### src/rtl/gray_pkg.sv
// rtl/gray_pkg.sv - shared constants and state encoding for the Gray decoder
package gray_pkg;

  localparam int DEFAULT_WIDTH = 3;
  localparam int WRAP_W        = 4;

  typedef enum logic [1:0] {
    IDLE   = 2'd0,
    LOCKED = 2'd1,
    FAULT  = 2'd2,
    RESYNC = 2'd3
  } state_t;

endpackage

### src/rtl/gray2bin.sv
// rtl/gray2bin.sv - combinational Gray to binary conversion
module gray2bin
  import gray_pkg::*;
#(
  parameter int WIDTH = DEFAULT_WIDTH
) (
  input  logic [WIDTH-1:0] gray,
  output logic [WIDTH-1:0] bin
);

  logic acc;

  // Each binary bit is the XOR of all Gray bits at or above it.
  always_comb begin
    acc = 1'b0;
    bin = '0;
    for (int i = WIDTH - 1; i >= 0; i--) begin
      acc    = acc ^ gray[i];
      bin[i] = acc;
    end
  end

endmodule

### src/rtl/gray_decoder.sv
// rtl/gray_decoder.sv - sampled Gray counter decoder with step checking and resync
module gray_decoder
  import gray_pkg::*;
#(
  parameter int WIDTH = DEFAULT_WIDTH
) (
  input  logic              Clk,
  input  logic              Reset,
  input  logic              En,
  input  logic [WIDTH-1:0]  Gray,
  output logic [WIDTH-1:0]  Binary,
  output logic              Valid,
  output logic              Overflow,
  output logic              StepErr,
  output logic [WRAP_W-1:0] WrapCount
);

  state_t            state, state_nxt;
  logic [WIDTH-1:0]  dec;
  logic [WIDTH-1:0]  ref_q, ref_d, ref_inc;
  logic [WIDTH-1:0]  cand_q, cand_d, cand_inc;
  logic [WIDTH-1:0]  bin_d;
  logic [WRAP_W-1:0] wrap_d;
  logic              ovf_d, err_d;
  logic              ref_hold, ref_fwd, cand_ok;

  gray2bin #(.WIDTH(WIDTH)) u_gray2bin (
    .gray (Gray),
    .bin  (dec)
  );

  // Increments are kept at WIDTH bits so the modulo wrap is implicit.
  assign ref_inc  = ref_q + WIDTH'(1);
  assign cand_inc = cand_q + WIDTH'(1);
  assign ref_hold = (dec == ref_q);
  assign ref_fwd  = (dec == ref_inc);
  assign cand_ok  = (dec == cand_q) || (dec == cand_inc);

  assign Valid = (state == LOCKED);

  always_comb begin
    state_nxt = state;
    ref_d     = ref_q;
    cand_d    = cand_q;
    bin_d     = Binary;
    wrap_d    = WrapCount;
    ovf_d     = 1'b0;
    err_d     = 1'b0;
    if (En) begin
      case (state)
        IDLE: begin
          ref_d     = dec;
          bin_d     = dec;
          state_nxt = LOCKED;
        end
        LOCKED: begin
          if (ref_fwd) begin
            ref_d = dec;
            bin_d = dec;
            if (&ref_q) begin
              ovf_d  = 1'b1;
              wrap_d = (&WrapCount) ? WrapCount : WrapCount + WRAP_W'(1);
            end
          end else if (!ref_hold) begin
            err_d     = 1'b1;
            state_nxt = FAULT;
          end
        end
        FAULT: begin
          cand_d    = dec;
          state_nxt = RESYNC;
        end
        RESYNC: begin
          // A wrap seen while relocking is not counted as an overflow.
          if (cand_ok) begin
            ref_d     = dec;
            bin_d     = dec;
            state_nxt = LOCKED;
          end else begin
            cand_d = dec;
          end
        end
        default: state_nxt = IDLE;
      endcase
    end
  end

  always_ff @(posedge Clk) begin
    if (Reset) begin
      state     <= IDLE;
      ref_q     <= '0;
      cand_q    <= '0;
      Binary    <= '0;
      WrapCount <= '0;
      Overflow  <= 1'b0;
      StepErr   <= 1'b0;
    end else begin
      state     <= state_nxt;
      ref_q     <= ref_d;
      cand_q    <= cand_d;
      Binary    <= bin_d;
      WrapCount <= wrap_d;
      Overflow  <= ovf_d;
      StepErr   <= err_d;
    end
  end

endmodule

### config.mk
export PLATFORM = sky130hd
export DESIGN_NAME = gray_decoder
export DESIGN_NICKNAME = d
export VERILOG_FILES = /design/src/rtl/gray_pkg.sv /design/src/rtl/gray2bin.sv /design/src/rtl/gray_decoder.sv
export SDC_FILE = /design/constraint.sdc
export NUM_CORES = 1
export LEC_CHECK = 0
export CAP_MARGIN = 20
export CORE_MARGIN = 5
export CORE_UTILIZATION = 50
export CTS_CLUSTER_SIZE = 14
export DETAILED_ROUTE_END_ITERATION = 8
export GPL_TIMING_DRIVEN = 0
export PLACE_DENSITY_LB_ADDON = 0.08
export SYNTH_ARGS = -nofsm -noshare
export SYNTH_HDL_FRONTEND = slang
export SYNTH_SLANG_ARGS = --single-unit
### constraint.sdc
create_clock -name Clk -period 3.65 [get_ports Clk]
set_input_delay 0.73 -clock Clk [delete_from_list [all_inputs] [get_ports Clk]]
set_output_delay 0.73 -clock Clk [all_outputs]
set_load 0.02 [all_outputs]
==> results of run 1 <==
[path summary, 6_finish.rpt]
kind / startpoint / to / slack (ns) / depth (start not counted)
max: Gray[0] / state[1] / 0.95 / 7
max reg2reg: ref_q[0] / state[1] / 1.48 / 7
min reg2reg: WrapCount[1] / WrapCount[1] / 0.55 / 2
min: WrapCount[1] / WrapCount[1] / 0.55 / 2
[per-layer routing]
layer / track usage / vias up / routed length [µm]
li1: - / 423 / -
met1: 0.175 / 359 / 986
met2: 0.238 / 11 / 933
met5: 0 / - / 0
met4: 0.0625 / 0 / 40
met3: 0.0186 / 5 / 36
[area by class of cell]
type | instances | share of cell area
multi-input cells | 88 | 0.575
clock buffers | 4 | 0.0294
flip-flops and latches | 14 | 0.227
plain buffers | 5 | 0.0243
inverters | 4 | 0.0121
well taps | 27 | 0.0273
repair buffers | 13 | 0.105
[worst min-delay path: cells and delay by family, from the launching register on]
kind | cells | cell delay (ns)
flip-flops | 1 | 0.35
AO/OA/AOI/OAI | 2 | 0.15
[power breakdown]
part / switching, µW / internal (µW) / total (µW)
Combinational: 73.4 / 63.3 / 137
Clock: 48.3 / 60.7 / 109
Sequential: 13.0 / 162 / 175
[sequential cells by signal, indices dropped and copies added, names as in the netlist]
signal,count
Overflow,1
StepErr,1
state,2
cand_q,3
WrapCount,4
ref_q,3
[stage by stage]
stage          area, µm²  instances
6_report            1240        155
3_3_place_gp        1200        151
3_5_place_dp        1200        151
2_1_floorplan       1040        111
4_1_cts             1240        155
5_1_grt             1240        155
[Yosys cell counts (2+ instances only)]
library cell               instances
sky130_fd_sc_hd__dfxtp_1          14
sky130_fd_sc_hd__nor3_1            4
sky130_fd_sc_hd__xor2_1            3
sky130_fd_sc_hd__a21oi_1           3
sky130_fd_sc_hd__o21ai_0           2
sky130_fd_sc_hd__nand3_1           5
sky130_fd_sc_hd__clkbuf_1          2
sky130_fd_sc_hd__a21oi_2           2
sky130_fd_sc_hd__nor3b_1           2
sky130_fd_sc_hd__nor2b_1           4
sky130_fd_sc_hd__mux2_1            3
sky130_fd_sc_hd__nor2_1           14
sky130_fd_sc_hd__nand2_1           4
sky130_fd_sc_hd__inv_1             4
sky130_fd_sc_hd__mux2i_1           4
sky130_fd_sc_hd__xor2_2            2
sky130_fd_sc_hd__a21bo_2           2
sky130_fd_sc_hd__ha_1              9
sky130_fd_sc_hd__xnor2_1           4
sky130_fd_sc_hd__o211ai_1          2
[logic make-up (layout without fill, tap and decap cells)]
group | count (synthesis) | count (layout) | synth area share
AOI/OAI and AO/OA | 18 | 18 | 0.170
xor gates and xnor gates | 9 | 9 | 0.0906
adders and majority gates | 9 | 9 | 0.109
buffers and inverters | 9 | 26 | 0.0435
DFF | 14 | 14 | 0.271
muxes | 8 | 8 | 0.0821
and+or+nand+nor | 44 | 44 | 0.234
==> summary.md, run 1 <==
| Metric | Value |
|---|---|
| Die area | `3080 µm²` |
| Final setup violating endpoints | `0` |
| Slowest cell delay on critical path | `0.60 ns` |
| Total clock buffers created by CTS | `3` |
| Worst-skew pair later-pin latency | `0.28 ns` |
| Achievable clock frequency | `0.370 GHz` |
| Normalized max-slew margin | `0.642` |
| Total congestion overflow | `0` |
| Number of enable flip-flop cells after synthesis | `0` |
| Final hold violation count | `0` |
| Worst path arrival time | `2.87 ns` |
| Cell variety after synth | `42` |
| Synthesis warning total | `0` |
| Routed WL per cell | `12.9 µm` |
| Max cap viols | `0` |
| DRC violation count after routing | `0` |
| Net count of the finished layout | `144` |
| Nets in the synthesized netlist | `126` |
| Setup WS pre-CTS | `0.658 ns` |
| Worst path bufs/invs | `1` |
| Fill cell total of the finished layout | `201` |
| P&R area growth vs syn | `19.3%` |
| Clk sinks | `14` |
| Biggest area contributors in the synthesized netlist | `sky130_fd_sc_hd__dfxtp_1 (27%), sky130_fd_sc_hd__ha_1 (11%), sky130_fd_sc_hd__nor2_1 (5.1%), sky130_fd_sc_hd__mux2i_1 (3.9%), sky130_fd_sc_hd__xnor2_1 (3.4%)` |
| Half-perimeter wire length of the detailed placement result | `1.54 mm` |
| Routability congestion estimate | `0.752` |
| Die height | `55.5 µm` |
| Register area share after synthesis | `0.271` |
| Hold Path Class | `flip-flop to flip-flop` |
| IO Count | `16` |
| Cells after Synth | `111` |
| Utilization of the core after routing | `0.630` |
| Total GRT Usage | `0.141` |
| Number of vias after detailed routing | `798` |
| Antenna violations before repair | `0` |
| CP cell instances | `clkdlybuf4s50_1 -> xor2_2 -> mux2i_1 -> o22a_4 -> o311ai_4 -> a21oi_2 -> mux2_1` |
| Data required time of the worst path | `3.82 ns` |
| Post-DRT Antenna Nets | `0` |
| Clock slew at the register clock pins of the worst setup and hold paths | `0.08 ns` |
| Measured slew at the worst slew-check pin | `0.529 ns` |
| H-tree levels | `1` |
| Worst setup EP type | `flip-flop` |
| Wire length of the first global-routing pass | `3.55 mm` |
| WS Path Type | `primary input to flip-flop` |
| Share of the synthesized area in the top cell type | `0.271` |
| Minimum period implied by the final worst setup slack | `2.70 ns` |
| Post-CTS Hold Fix Bufs | `0` |
| Share of synthesized flip-flops with an asynchronous set or reset | `0` |
| Mapped Area | `1040 µm²` |
| Ratio of routed vias to standard cells | `5.15` |
| LEAKAGE | `0.000493 µW` |
| DRT Pass-1 Iters | `4` |
| Port-buffer cells | `13` |
| Mean area per synthesized cell | `9.33 µm²` |
| Setup repair after global routing missed its margin | `false` |
| Post-synthesis cell type with the largest combined area | `sky130_fd_sc_hd__dfxtp_1` |
| Total negative setup slack | `0 ns` |
| Post-layout worst setup margin | `0.951 ns` |
| Fin Clk Skew | `0.00147 ns` |
| Final slew viol count | `0` |
| Maximum fanout encountered on the critical timing path | `6` |
| Post_cts resized | `0` |
| Number of global-route vias before repair | `815` |
| CTS Buffer Depth | `2` |
| Crit path max-delay family | `multiplexers` |
| Clock tree from TritonCTS | `yes` |
| Power density cells | `340 nW/µm²` |
| Area of combinational cells with multiple inputs | `711 µm²` |
| Standard-cell row count | `16` |
| Proportion of layout cells with a drive suffix above 1 | `0.180` |
| Worst-path cell with the longest stage delay | `sky130_fd_sc_hd__clkdlybuf4s50_1` |
| Maximum number of pins on one net before global-route repair | `11` |
| Status | `finished, final reports clean` |
| Number of diodes | `0` |
| Period utilization | `0.739` |
| Core footprint | `1960 µm²` |
| Wirelength, routed | `2.00 mm` |
| Most frequent cells in the layout | `sky130_fd_sc_hd__dfxtp_1 (14), sky130_fd_sc_hd__nor2_1 (14), sky130_fd_sc_hd__clkdlybuf4s50_1 (13)` |
| Synth Register Bits | `14` |
| Startpoint Class | `primary input` |
| Die Width | `55.5 µm` |
| Initial detailed-routing violation count | `3` |
| Worst Hold Slack | `0.546 ns` |
| Overall power of the completed layout | `421 µW` |
| Root buffer selected by CTS | `sky130_fd_sc_hd__clkbuf_4` |
| Leading register cell type out of synthesis | `sky130_fd_sc_hd__dfxtp_1` |
| Initial standard-cell utilization of the core | `0.528` |
| Reg area | `280 µm²` |
| Buffers inserted during post-CTS setup optimization | `0` |
| Largest vdd supply drop | `0.211 mV` |
No activity file was read; power rests on OpenSTA's default activity.
==> run 2: changes to the inputs <==
--- a/config.mk
+++ b/config.mk
@@ -7,7 +7,7 @@
 export LEC_CHECK = 0
 export CAP_MARGIN = 20
 export CORE_MARGIN = 5
-export CORE_UTILIZATION = 50
+export CORE_UTILIZATION = 47
 export CTS_CLUSTER_SIZE = 14
 export DETAILED_ROUTE_END_ITERATION = 8
 export GPL_TIMING_DRIVEN = 0
==> constraint.sdc (replaced) <==
create_clock -name Clk -period 2.29 [get_ports Clk]
set_input_delay 0.458 -clock Clk [delete_from_list [all_inputs] [get_ports Clk]]
set_output_delay 0.458 -clock Clk [all_outputs]
set_load 0.02 [all_outputs]
==> run 2 against run 1 <==
Against the previous run: highest routed layer unchanged; flip-flop and latch count unchanged; first-iteration DRC count rose to 3.7 times the previous value; largest power group unchanged; count of clock-buffer cells in the layout unchanged; critical path type unchanged; critical path depth unchanged.
==> summary.md, run 2 (synthesized netlist as in run 1, its figures left out) <==
| Metric | Value |
|---|---|
| Status | `finished, final reports clean (unchanged)` |
| Worst-skew pair later-pin latency | `0.28 ns (about the same)` |
| Fin Clk Skew | `0.00285 ns (was 0.00147 ns)` |
| WS Path Type | `primary input to flip-flop (unchanged)` |
| Maximum number of pins on one net before global-route repair | `11 (unchanged)` |
| Ratio of routed vias to standard cells | `5.40 (was 5.15)` |
| Maximum fanout encountered on the critical timing path | `6 (unchanged)` |
| Normalized max-slew margin | `0.692 (was 0.642)` |
| Die Width | `57.0 µm (was 55.5 µm)` |
| Overall power of the completed layout | `694 µW (was 421 µW)` |
| H-tree levels | `1 (unchanged)` |
| Worst path arrival time | `2.35 ns (was 2.87 ns)` |
| Slowest cell delay on critical path | `0.37 ns (was 0.60 ns)` |
| Final slew viol count | `0 (unchanged)` |
| Total GRT Usage | `0.145 (was 0.141)` |
| LEAKAGE | `0.000509 µW (was 0.000493 µW)` |
| Measured slew at the worst slew-check pin | `0.461 ns (was 0.529 ns)` |
| Data required time of the worst path | `2.46 ns (was 3.82 ns)` |
| CTS Buffer Depth | `2 (unchanged)` |
| Standard-cell row count | `17 (was 16)` |
| DRT Pass-1 Iters | `4 (unchanged)` |
| Hold path depth | `2 (unchanged)` |
| Routability congestion estimate | `0.810 (was 0.752)` |
| Proportion of layout cells with a drive suffix above 1 | `0.211 (was 0.180)` |
| Number of cell instances on the worst register-to-register path | `7 (unchanged)` |
| Wirelength, routed | `2.15 mm (was 2.00 mm)` |
| DRC violation count after routing | `0 (unchanged)` |
| Most common cell after layout, fill and taps aside | `sky130_fd_sc_hd__nor2_1` |
| Worst setup EP type | `flip-flop (unchanged)` |
| Achievable clock frequency | `0.459 GHz` |
| Startpoint Class | `primary input (unchanged)` |
| Max cap viols | `0 (unchanged)` |
| Register with the most flip-flops | `WrapCount (unchanged)` |
| Core footprint | `2150 µm² (was 1960 µm²)` |
| Largest vdd supply drop | `0.441 mV (was 0.211 mV)` |
| Number of flip-flops in the largest register | `4 (unchanged)` |
| Utilization of the core after routing | `0.598 (was 0.630)` |
| Regs by FF count | `WrapCount: 4 flops, cand_q: 3 flops, ref_q: 3 flops (unchanged)` |
| Antenna violations before repair | `0 (unchanged)` |
| Worst-path cell with the longest stage delay | `sky130_fd_sc_hd__dlygate4sd2_1 (was sky130_fd_sc_hd__clkdlybuf4s50_1)` |
| IO Count | `16 (unchanged)` |
| Half-perimeter wire length of the detailed placement result | `1.64 mm (was 1.54 mm)` |
| Period utilization | `0.951` |
| Number of vias after detailed routing | `842 (was 798)` |
| Clock tree from TritonCTS | `yes (unchanged)` |
| Setup repair after global routing missed its margin | `false (unchanged)` |
| Port-buffer cells | `13 (unchanged)` |
| Buffers inserted during post-CTS setup optimization | `0 (unchanged)` |
| Clk sinks | `14 (unchanged)` |
| Total congestion overflow | `0 (unchanged)` |
| Final setup violating endpoints | `0 (unchanged)` |
| Final hold violation count | `0 (unchanged)` |
| Minimum period implied by the final worst setup slack | `2.18 ns` |
| Number of diodes | `0 (unchanged)` |
| Routed WL per cell | `13.8 µm (was 12.9 µm)` |
| P&R area growth vs syn | `24.0% (was 19.3%)` |
| Most frequent cells in the layout | `sky130_fd_sc_hd__nor2_1 (14), sky130_fd_sc_hd__dfxtp_1 (12), sky130_fd_sc_hd__clkdlybuf4s50_1 (10) (was sky130_fd_sc_hd__dfxtp_1 (14), sky130_fd_sc_hd__nor2_1 (14), sky130_fd_sc_hd__clkdlybuf4s50_1 (13))` |
| CP cell instances | `dlygate4sd2_1 -> xor2_4 -> mux2i_1 -> o22a_4 -> o311ai_4 -> a21oi_2 -> mux2_1 (was clkdlybuf4s50_1 -> xor2_2 -> mux2i_1 -> o22a_4 -> o311ai_4 -> a21oi_2 -> mux2_1)` |
| Power density cells | `540 nW/µm² (was 340 nW/µm²)` |
| Net count of the finished layout | `144 (unchanged)` |
| Die height | `57.0 µm (was 55.5 µm)` |
| Wire length of the first global-routing pass | `3.80 mm (was 3.55 mm)` |
| Die area | `3240 µm² (was 3080 µm²)` |
| Post-DRT Antenna Nets | `0 (unchanged)` |
| Total clock buffers created by CTS | `3 (unchanged)` |
| Number of global-route vias before repair | `879 (was 815)` |
| Hold Path Class | `flip-flop to flip-flop (unchanged)` |
| Root buffer selected by CTS | `sky130_fd_sc_hd__clkbuf_4 (unchanged)` |
| Initial detailed-routing violation count | `11 (was 3)` |
| Clock slew at the register clock pins of the worst setup and hold paths | `0.09 ns (was 0.08 ns)` |
| Initial standard-cell utilization of the core | `0.482 (was 0.528)` |
| Post-CTS Hold Fix Bufs | `0 (unchanged)` |
## run 2: cell types whose count changed in the layout (fill, tap and decap cells not counted), sizes merged
cell	change
dlymetal6s2s	+1
clkdlybuf4s50	-3
dlygate4sd2	+2
## run 2: path summary, 6_finish.rpt
path,slack (ns),to,startpoint
hold reg to reg,0.54,WrapCount[1],WrapCount[1]
setup / recovery,0.11,state[0],Gray[0]
hold / removal,0.54,WrapCount[1],WrapCount[1]
setup reg to reg,0.13,state[0],cand_q[1]
## run 2: through the flow
stage	setup WS [ns]	std cells	hold WS (ns)	instance area [µm²]	TNS, ns
4_1_cts	0.00322	156	0.536	1260	0
5_1_grt	0.0100	156	0.572	1280	0
3_5_place_dp	-0.456	152	0.518	1200	-2.43
2_1_floorplan	0.220	111	0.581	1040	0
3_3_place_gp	-0.423	152	0.504	1200	-2.06
6_report	0.113	156	0.537	1280	0
## run 2: worst max-delay path, delay by kind of cell
family                 cells  cell delay [ns]
AO/OA/AOI/OAI              3             0.60
XOR/XNOR                   1             0.26
buffers and inverters      1             0.37
multiplexers               2             0.66
## run 2: final cells by class
class,instances,area (µm²)
fillers,194,863
inverters,4,15.0
flip-flops and latches,14,283
clock buffers,4,36.3
repair buffers,13,130
multi-input cells,88,752
plain buffers,5,33.8
well taps,28,35.0
## run 2: timing repair
item                                    CTS  global route
pin swaps                                 0             1
endpoints found under the hold margin     0             0
endpoints found under the setup margin    2             6
gates resized for setup                   5             6
## run 2: layer usage
metal	global-route usage	up-vias	share of wire
met2	0.254	8	0.50
met3	0.0158	4	0.014
li1	-	426	-
met5	0	-	0
met4	0.0497	0	0.014
met1	0.184	404	0.47
## run 2: power by group
part | internal (µW) | switching (µW) | leakage [µW]
clock | 96.7 | 82.7 | 0.0000210
sequential | 259 | 22.8 | 0.000115
combinational | 107 | 126 | 0.000374
==> run 3: changes to the inputs <==
--- a/config.mk
+++ b/config.mk
@@ -6,6 +6,7 @@
 export NUM_CORES = 1
 export LEC_CHECK = 0
 export CAP_MARGIN = 20
+export CORE_ASPECT_RATIO = 0.6
 export CORE_MARGIN = 5
 export CORE_UTILIZATION = 47
 export CTS_CLUSTER_SIZE = 14
==> run 3 against run 2 <==
Against the previous run: utilization hardly changed; critical path depth rose by 1; flip-flop and latch count unchanged; total power is 2.2% higher; hold slack lost 0.014 ns; worst setup slack got worse by 0.010 ns; final area down 0.78%; sequential power barely moved; fmax is 0.46% lower; critical path type unchanged; largest power group unchanged; highest routed layer unchanged.
==> summary.md, run 3 (synthesized netlist as in run 1, its figures left out) <==
| Metric | Value |
|---|---|
| LEAKAGE | `0.000507 µW (was 0.000509 µW)` |
| Period utilization | `0.955 (was 0.951)` |
| Utilization of the core after routing | `0.598 (about the same)` |
| Final setup violating endpoints | `0 (unchanged)` |
| Clock tree from TritonCTS | `yes (unchanged)` |
| Post-CTS Hold Fix Bufs | `0 (unchanged)` |
| Power density cells | `556 nW/µm² (was 540 nW/µm²)` |
| Root buffer selected by CTS | `sky130_fd_sc_hd__clkbuf_8 (was sky130_fd_sc_hd__clkbuf_4)` |
| Status | `finished, final reports clean (unchanged)` |
| Worst path arrival time | `2.31 ns (was 2.35 ns)` |
| Ratio of routed vias to standard cells | `5.22 (was 5.40)` |
| Regs by FF count | `WrapCount: 4 flops, cand_q: 3 flops, ref_q: 3 flops (unchanged)` |
| P&R area growth vs syn | `23.1% (was 24.0%)` |
| Total negative setup slack | `0 ns (unchanged)` |
| Most common cell after layout, fill and taps aside | `sky130_fd_sc_hd__nor2_1 (unchanged)` |
| Slowest cell delay on critical path | `0.34 ns (was 0.37 ns)` |
| Number of cell instances on the worst register-to-register path | `7 (unchanged)` |
| Initial standard-cell utilization of the core | `0.486 (was 0.482)` |
| Initial detailed-routing violation count | `22 (was 11)` |
| Overall power of the completed layout | `709 µW (was 694 µW)` |
| Setup repair after global routing missed its margin | `false (unchanged)` |
| Clock slew at the register clock pins of the worst setup and hold paths | `0.05 ns (was 0.09 ns)` |
| Crit path max-delay family | `compound AO/OA/AOI/OAI gates (was multiplexers)` |
| Total clock buffers created by CTS | `3 (unchanged)` |
| Fill cell total of the finished layout | `194 (unchanged)` |
| Number of logic stages on the critical path including buffering | `8 (was 7)` |
| Achievable clock frequency | `0.457 GHz (was 0.459 GHz)` |
| Antenna violations before repair | `0 (unchanged)` |
| Register-to-Register Setup Slack | `0.11 ns (was 0.13 ns)` |
| Maximum number of pins on one net before global-route repair | `11 (unchanged)` |
| Worst Hold Slack | `0.524 ns (was 0.537 ns)` |
| Standard-cell row count | `13 (was 17)` |
| Worst min-delay path endpoint | `WrapCount[1] (unchanged)` |
| Die Width | `70.6 µm (was 57.0 µm)` |
| Port-buffer cells | `13 (unchanged)` |
| CP cell instances | `dlygate4sd2_1 -> xor2_2 -> buf_4 -> and3b_2 -> o211ai_1 -> o311ai_4 -> a21oi_2 -> mux2_1 (was dlygate4sd2_1 -> xor2_4 -> mux2i_1 -> o22a_4 -> o311ai_4 -> a21oi_2 -> mux2_1)` |
| WS Path Type | `primary input to flip-flop (unchanged)` |
| Routed WL per cell | `13.5 µm (was 13.8 µm)` |
| Dpl cells | `154 (was 152)` |
| Minimum period implied by the final worst setup slack | `2.19 ns (was 2.18 ns)` |
| Clk sinks | `14 (unchanged)` |
| Most frequent cells in the layout | `sky130_fd_sc_hd__nor2_1 (14), sky130_fd_sc_hd__dfxtp_1 (11), sky130_fd_sc_hd__clkdlybuf4s50_1 (10) (was sky130_fd_sc_hd__nor2_1 (14), sky130_fd_sc_hd__dfxtp_1 (12), sky130_fd_sc_hd__clkdlybuf4s50_1 (10))` |
| Startpoint Class | `primary input (unchanged)` |
| Largest vdd supply drop | `0.396 mV (was 0.441 mV)` |
| Data required time of the worst path | `2.42 ns (was 2.46 ns)` |
| Proportion of layout cells with a drive suffix above 1 | `0.211 (unchanged)` |
| Hold path depth | `2 (unchanged)` |
| Worst setup EP type | `flip-flop (unchanged)` |
| Net count of the finished layout | `145 (was 144)` |
| Number of diodes | `0 (unchanged)` |
| CTS Buffer Depth | `2 (unchanged)` |
| Number of global-route vias before repair | `751 (was 879)` |
| DRC violation count after routing | `0 (unchanged)` |
| Total GRT Usage | `0.141 (was 0.145)` |
| Wire length of the first global-routing pass | `3.47 mm (was 3.80 mm)` |
| Worst-skew pair later-pin latency | `0.24 ns (was 0.28 ns)` |
| Final hold violation count | `0 (unchanged)` |
| Maximum fanout encountered on the critical timing path | `4 (was 6)` |
| Max cap viols | `0 (unchanged)` |
| DRT Pass-1 Iters | `4 (unchanged)` |
| Worst path bufs/invs | `2 (was 1)` |
| Hold Path Class | `flip-flop to flip-flop (unchanged)` |
| Half-perimeter wire length of the detailed placement result | `1.57 mm (was 1.64 mm)` |
| H-tree levels | `1 (unchanged)` |
| Core footprint | `2130 µm² (was 2150 µm²)` |
| Measured slew at the worst slew-check pin | `0.454 ns (was 0.461 ns)` |
| Die area | `3270 µm² (was 3240 µm²)` |
| Wirelength, routed | `2.13 mm (was 2.15 mm)` |
| Die height | `46.4 µm (was 57.0 µm)` |
| Normalized max-slew margin | `0.697 (was 0.692)` |
| IO Count | `16 (unchanged)` |
| Number of flip-flops in the largest register | `4 (unchanged)` |
| Final slew viol count | `0 (unchanged)` |
| Total congestion overflow | `0 (unchanged)` |
| Startpoint of the most critical register-to-register path | `cand_q[0] (was cand_q[1])` |
| Register with the most flip-flops | `WrapCount (unchanged)` |
| Routability congestion estimate | `0.792 (was 0.810)` |
| Finished Layout Cells | `158 (was 156)` |
| FF-to-FF End | `state[0] (unchanged)` |
| Worst-path cell with the longest stage delay | `sky130_fd_sc_hd__mux2_1 (was sky130_fd_sc_hd__dlygate4sd2_1)` |
| Number of vias after detailed routing | `824 (was 842)` |
| Fin Clk Skew | `0.00441 ns (was 0.00285 ns)` |
| Min-Delay Startpoint | `WrapCount[1] (unchanged)` |
| Post-DRT Antenna Nets | `0 (unchanged)` |
==> run 3: changes by cell type in the layout (fill, tap and decap cells not counted), sizes merged <==
cell and change:
dlygate4sd2 +1, clkbuf -1, dlymetal6s2s -1, buf +1
==> run 3: layout make-up <==
type	instances	area, µm²	share of cell area
multi-input combinational	88	729	0.572
sequential	14	284	0.223
buffer	5	33.8	0.0265
inverter	4	15.0	0.0118
clock buffer	3	41.3	0.0324
timing repair buffer	14	134	0.105
tap	30	37.5	0.0294
==> run 3: worst register-to-register path: cells and delay by family (launching register included) <==
family | cells | cell delay (ns)
compound gates | 3 | 0.57
xor+xnor | 1 | 0.17
fa+ha+maj | 1 | 0.31
flops | 1 | 0.34
mux | 1 | 0.34
simple gates | 1 | 0.33
==> run 3: worst max path at each step <==
stage	from	to	slack [ns]
after floorplan	ref_q[1]	state[0]	0.22
after global placement	Gray[0]	state[1]	-0.44
after CTS	ref_q[1]	state[0]	0.06
final	Gray[0]	state[0]	0.10
after detailed placement	Gray[0]	state[0]	-0.47
after global routing	cand_q[0]	state[0]	0.004
==> run 3: power by group <==
group / leakage (µW) / internal (µW) / total (µW) / switching [µW]
registers: 0.000115 / 260 / 282 / 22.2
clock network: 0.0000216 / 116 / 199 / 82.9
logic: 0.000370 / 105 / 228 / 123
==> run 3: metal layers <==
| metal | track usage | up-vias | share of wire |
|---|---|---|---|
| met4 | 0.0599 | 0 | 0.019 |
| li1 | - | 426 | - |
| met5 | 0 | - | 0 |
| met3 | 0.0436 | 6 | 0.048 |
| met2 | 0.201 | 18 | 0.40 |
| met1 | 0.196 | 374 | 0.53 |
==> run 3: metrics by stage <==
stage	instance area, µm²	worst slack (ns)
floorplan	1040	0.220
global placement	1200	-0.438
detailed placement	1200	-0.470
CTS	1270	0.0627
global route	1270	0.00427
finish	1270	0.103
==> run 3: repair_timing <==
action,4_1_cts,5_1_grt
pin swaps,3,0
resized for setup,6,3
endpoints found under the setup margin,3,2
setup buffers,1,0
